--- src/rtl/fc_mover_nlane.sv ---
// Multi-lane fully-connected data mover: loads a bias word, streams node/weight vectors
// through NUM_LANE signed MACs, then writes lane results to BRAM. Optional macro: FC_MOVER_RELU_EN.
module fc_mover_nlane #(
    parameter int CNT_BIT       = 16,
    parameter int AWIDTH        = 12,
    parameter int IN_DATA_WIDTH = 16,
    parameter int NUM_LANE      = 4,
    parameter int DWIDTH        = NUM_LANE * IN_DATA_WIDTH,
    parameter int ACC_WIDTH     = 48
) (
    input  logic                          clk,
    input  logic                          reset_n,
    input  logic                          i_run,
    input  logic [CNT_BIT-1:0]            i_num_cnt,
    input  logic [AWIDTH-1:0]             i_bias_addr,
    input  logic [AWIDTH-1:0]             i_out_base,
    output logic                          o_idle,
    output logic                          o_read,
    output logic                          o_write,
    output logic                          o_done,
    output logic [AWIDTH-1:0]             addr_b0,
    output logic                          ce_b0,
    input  logic [DWIDTH-1:0]             q_b0,
    output logic [AWIDTH-1:0]             addr_b1,
    output logic                          ce_b1,
    input  logic [DWIDTH-1:0]             q_b1,
    output logic [AWIDTH-1:0]             addr_b2,
    output logic                          ce_b2,
    input  logic [DWIDTH-1:0]             q_b2,
    output logic [AWIDTH-1:0]             addr_b3,
    output logic                          ce_b3,
    output logic                          we_b3,
    output logic [ACC_WIDTH-1:0]          d_b3,
    output logic [NUM_LANE*ACC_WIDTH-1:0] o_result,
    output logic                          o_result_valid
);

    localparam int W      = IN_DATA_WIDTH;
    localparam int LANE_W = (NUM_LANE > 1) ? $clog2(NUM_LANE) : 1;

    typedef enum logic [2:0] {
        S_IDLE, S_BIAS, S_RUN, S_DRAIN, S_WRITE, S_DONE
    } state_t;

    state_t              state;
    logic [CNT_BIT-1:0]  num_cnt_r;
    logic [CNT_BIT-1:0]  rd_cnt;
    logic [AWIDTH-1:0]   out_base_r;
    logic [LANE_W-1:0]   lane_cnt;
    logic                bias_valid;
    logic                data_valid;
    logic [ACC_WIDTH-1:0] res [NUM_LANE];

    // Every strobe is a register updated on the transition into its state, so the
    // outputs follow the state exactly and are all zero while reset is held.
    // NOTE: sequential state uses non-blocking (<=) so every flop samples pre-edge values.
    always_ff @(posedge clk or negedge reset_n) begin
        if (!reset_n) begin
            state          <= S_IDLE;
            num_cnt_r      <= '0;
            rd_cnt         <= '0;
            out_base_r     <= '0;
            lane_cnt       <= '0;
            bias_valid     <= 1'b0;
            data_valid     <= 1'b0;
            o_idle         <= 1'b0;
            o_read         <= 1'b0;
            o_write        <= 1'b0;
            o_done         <= 1'b0;
            o_result_valid <= 1'b0;
            addr_b0        <= '0;
            addr_b1        <= '0;
            addr_b2        <= '0;
            addr_b3        <= '0;
            ce_b0          <= 1'b0;
            ce_b1          <= 1'b0;
            ce_b2          <= 1'b0;
            ce_b3          <= 1'b0;
            we_b3          <= 1'b0;
        end else begin
            bias_valid     <= (state == S_BIAS);
            data_valid     <= o_read;
            o_done         <= 1'b0;
            o_result_valid <= 1'b0;
            case (state)
                S_IDLE: begin
                    o_idle <= ~i_run;
                    if (i_run) begin
                        num_cnt_r  <= i_num_cnt;
                        out_base_r <= i_out_base;
                        addr_b2    <= i_bias_addr;
                        ce_b2      <= 1'b1;
                        state      <= S_BIAS;
                    end
                end
                S_BIAS: begin
                    ce_b2 <= 1'b0;
                    if (num_cnt_r != '0) begin
                        rd_cnt  <= '0;
                        addr_b0 <= '0;
                        addr_b1 <= '0;
                        ce_b0   <= 1'b1;
                        ce_b1   <= 1'b1;
                        o_read  <= 1'b1;
                        state   <= S_RUN;
                    end else begin
                        state <= S_DRAIN;
                    end
                end
                S_RUN: begin
                    if (rd_cnt == num_cnt_r - CNT_BIT'(1)) begin
                        ce_b0  <= 1'b0;
                        ce_b1  <= 1'b0;
                        o_read <= 1'b0;
                        state  <= S_DRAIN;
                    end else begin
                        rd_cnt  <= rd_cnt + CNT_BIT'(1);
                        addr_b0 <= AWIDTH'(rd_cnt + CNT_BIT'(1));
                        addr_b1 <= AWIDTH'(rd_cnt + CNT_BIT'(1));
                    end
                end
                S_DRAIN: begin
                    lane_cnt <= '0;
                    addr_b3  <= out_base_r;
                    ce_b3    <= 1'b1;
                    we_b3    <= 1'b1;
                    o_write  <= 1'b1;
                    state    <= S_WRITE;
                end
                S_WRITE: begin
                    if (lane_cnt == LANE_W'(NUM_LANE - 1)) begin
                        ce_b3          <= 1'b0;
                        we_b3          <= 1'b0;
                        o_write        <= 1'b0;
                        o_done         <= 1'b1;
                        o_result_valid <= 1'b1;
                        state          <= S_DONE;
                    end else begin
                        lane_cnt <= lane_cnt + LANE_W'(1);
                        addr_b3  <= addr_b3 + AWIDTH'(1);
                    end
                end
                S_DONE: begin
                    o_idle <= 1'b1;
                    state  <= S_IDLE;
                end
                default: state <= S_IDLE;
            endcase
        end
    end

    for (genvar k = 0; k < NUM_LANE; k++) begin : g_lane
        logic signed [W-1:0]         node;
        logic signed [W-1:0]         wgt;
        logic signed [W-1:0]         bias;
        logic signed [2*W-1:0]       prod;
        logic signed [ACC_WIDTH-1:0] acc;

        assign node = q_b0[k*W +: W];
        assign wgt  = q_b1[k*W +: W];
        assign bias = q_b2[k*W +: W];
        assign prod = node * wgt;

        // Bias load and data accumulation never coincide; the bias load restarts each run.
        always_ff @(posedge clk or negedge reset_n) begin
            if (!reset_n) begin
                acc <= '0;
            end else if (bias_valid) begin
                acc <= {{(ACC_WIDTH-W){bias[W-1]}}, bias};
            end else if (data_valid) begin
                acc <= acc + {{(ACC_WIDTH-2*W){prod[2*W-1]}}, prod};
            end
        end

`ifdef FC_MOVER_RELU_EN
        assign res[k] = acc[ACC_WIDTH-1] ? '0 : acc;
`else
        assign res[k] = acc;
`endif
        assign o_result[k*ACC_WIDTH +: ACC_WIDTH] = res[k];
    end

    // NOTE: a gated mux with an explicit else-value is pure combinational; no latch can form.
    assign d_b3 = we_b3 ? res[lane_cnt] : '0;

endmodule
--- config.mk ---
export PLATFORM = sky130hd
export DESIGN_NAME = fc_mover_nlane
export DESIGN_NICKNAME = d
export VERILOG_FILES = /design/src/rtl/fc_mover_nlane.sv
export SDC_FILE = /design/constraint.sdc
export NUM_CORES = 2
export LEC_CHECK = 0
export ABC_CLOCK_PERIOD_IN_PS = 4200
export BUFFER_PORTS_ARGS = -buffer_cell sky130_fd_sc_hd__buf_2
export CORE_AREA = 3 3 376 378
export CTS_CLUSTER_DIAMETER = 30
export DETAILED_ROUTE_END_ITERATION = 8
export DIE_AREA = 0 0 379 381
export GPL_TIMING_DRIVEN = 0
export SLEW_MARGIN = 15
export SYNTH_ARGS = -nofsm -noshare
export SYNTH_HDL_FRONTEND = slang
export SYNTH_SLANG_ARGS = --single-unit
--- constraint.sdc ---
create_clock -name clk -period 4.2 [get_ports clk]
set_clock_uncertainty 0.05 [all_clocks]
set_input_delay 0.84 -clock clk [delete_from_list [all_inputs] [get_ports clk]]
set_output_delay 0.84 -clock clk [all_outputs]
set_load 0.005 [all_outputs]
==> impl_results.md <==
* Status: finished, violations left
* Failing checks: setup timing
* Top cell by count, worst path: fa_1
* Per-cell routed wire length at 24.25 µm
* Largest net degree at the start of global routing at 87
* Starting Density at between 40% and 50%
* Main synth FF type: dfrtp_1
* Post-synthesis register bit count at around 270
* DP Cell Count at approximately 9.3k
* Core Rows at ~140
* Dpl ws at -6.014 ns
* Synth-to-Final Area Change at 28.49%
* Max FO, Critical Path at 7
* CTS tree: yes
* Top-Level Pins at around 530
* Die ar. at 144400 µm²
* Register area share after synthesis at 10.97%
* Hold Path Class: input pin to async pin
* Worst-margin pin slew at roughly 1.3 ns
* Count leader, synth: inv_1
* Worst path max stage delay at a little under 0.6 ns
* Max_cap viols at 0
* Hold_buf cts at 0
* Synthesized area at between 60000 and 70000 µm²
* Non-filler cells, final at roughly 10k
* Initial antenna violation count at 27
* Chip height at between 300 and 400 µm
* Vias in the first global route at around 56k
* Peak Freq at between 100 and 150 MHz
* Via/cell ratio at about 5.6
* Clock insertion delay at the later pin of the skew report at between 0.6 and 0.7 ns
* Clock Tree Buf Depth at 3
* Setup violators final at approximately 190
* Ys async rst share at between 90% and 100%
* WS Path Type: input pin to register
* Final ANT Viol Nets at 0
* Total nets after synthesis at 8785
* Crit end category: register
* Max H-tree Level at 3
* Drt drc at 0
* Drt pass-1 iters at 6
* Final Hold Viols at 0
* Worst path required time at ~4.7 ns
* Syn avg cell area at approximately 8.9 µm²
* Slowest-stage cell, CP: fa_1
* GR Overflow Total at 0
* Post-synth EDFFs at 0
* Tcrit/Tclk final at 209.6%
* Layout cells sized above 1 at between 20 and 30%
* TritonCTS Buffers at between 70 and 80
* Fin crit period at 8.803 ns
* WP data arrival at 9.29 ns
* DP HPWL at a little under 200000 µm
* Top cell type's share of synthesized area at 33.95%
* Core area at 137800 µm²
* Startpoint Class: input pin
* Clk sinks at ~270
* Port bufs at ~530
* Slew Viols, Final at 0
* Placer Congestion at between 0.9 and 1
* Global-route usage over all layers at between 30% and 40%
* Synth area leaders: fa_1 34%, dfrtp_1 11%, ha_1 10%, inv_1 7.3%, and2_1 5.7%
* Clock transition at path regs at roughly 0.050 ns
* Setup ws final at -4.603 ns
* Most instantiated cells after synthesis: 1202 x inv_1, 1052 x fa_1, 743 x nand2_1
* Root Driver: clkbuf_16
* Die Wd at between 300 and 400 µm
* Final #Nets at about 10k
* Detailed Route WL at 237900 µm
* Initial drt markers at 4020
* Area leader, netlist: fa_1
* Cell variety after synth at 85
* RSZ-0062 raised after global routing: true
* Relative slew margins at 15.28%
* Via count at 54.94k
* Global-route wire length before repair at between 300000 and 400000 µm
* Cells after Synth at between 6k and 7k
* Synth warn at 0
cell families after synthesis:
| family | after synthesis | share of synthesized area [%] |
|---|---|---|
| xor+xnor | 325 | 4.588 |
| compound gates | 1209 | 11.84 |
| simple gates | 1965 | 15.65 |
| fa+ha+maj | 1572 | 44.44 |
| mux | 139 | 3.279 |
| flops | 272 | 10.97 |
| buf+inv | 1496 | 9.233 |
stage by stage:
step	hold slack, ns	utilization (%)	TNS, ns	cell area, µm²
floorplan	0.3849	-	-491.13	64580
global placement	0.4309	50.42	-1529.62	69490
detailed placement	0.4407	50.49	-683.80	69590
CTS	0.03349	55.12	-514.50	75970
global route	0.06215	57.81	-569.50	79680
finish	0.04773	57.83	-528.91	79710
critical path: cells and delay by family:
family                     cells  cell delay [ns]
and+or+nand+nor                4             0.53
buffers and inverters          9             0.84
AOI/OAI and AO/OA             16             2.97
adders and majority gates      8             3.74
xor gates and xnor gates       2             0.33
final cells by class:
class	instances	area, µm²
Antenna cell	20	50.05
Timing Repair Buffer	899	6593
Buffer	282	2874
Fill cell	12278	58120
Clock inverter	41	550.5
Tap cell	1794	2245
Clock buffer	88	1932
Sequential cell	272	6807
Multi-Input combinational cell	5211	54150
Inverter	1203	4516
worst paths after layout:
path                                  startpoint                end  slack, ns  cells after the start
worst min-delay path                     reset_n         addr_b2[7]       0.05                      1
worst min register to register        addr_b2[9]         addr_b2[9]       0.45                      1
max in group asynchronous                reset_n   g_lane[0].acc[9]       2.77                      3
worst max-delay path                     q_b0[4]  g_lane[0].acc[40]      -4.60                     39
min in group clk                    i_num_cnt[9]       num_cnt_r[9]       0.37                      3
worst max register to register  g_lane[1].acc[0]  g_lane[1].acc[46]       0.13                     14
state kept, by name (all words and copies together), names as in the netlist:
signal / flops
addr_b1: 11
addr_b2: 12
addr_b3: 12
bias_valid: 1
ce_b1: 1
ce_b2: 1
data_valid: 1
g_lane.acc: 192
lane_cnt: 2
num_cnt_r: 16
o_idle: 1
o_result_valid: 1
out_base_r: 12
rd_cnt: 5
state: 3
we_b3: 1
routing by layer:
metal / global-route usage [%] / share of wire (%) / wire length (µm)
met2: 49.79 / 44 / 105300
met1: 44.35 / 41 / 96640
met5: 0.8086 / 0.085 / 203
met4: 12.80 / 4.6 / 10940
met3: 9.028 / 10 / 24830
timing repair:
item / CTS / global route
endpoints found under the setup margin: 181 / 190
gates resized for setup: 553 / 564
endpoints found under the hold margin: 0 / 0
gates cloned: 4 / 11
buffers inserted: 172 / 185
pin swaps: 261 / 371
cells in the final DEF (no fill, tap or decap), drive strengths merged, types with 34 or more instances in the layout:
master and count:
nor2 254, a211oi 41, mux4 48, nand2b 52
nor3 65, o21ai 301, buf 973, a21o 157
dfrtp 272, mux2i 57, nor2b 44, inv 1205
nand3 86, xor2 99, and3 34, a21oi 441
nand4 39, nand2 743, mux2 34, ha 520
o21a 47, xnor2 227, clkbuf 296, fa 1052
and2 563
Power is left out: the tool's default activity adds up to more than one toggle a clock period on the data nets, which glitch-free logic cannot reach.
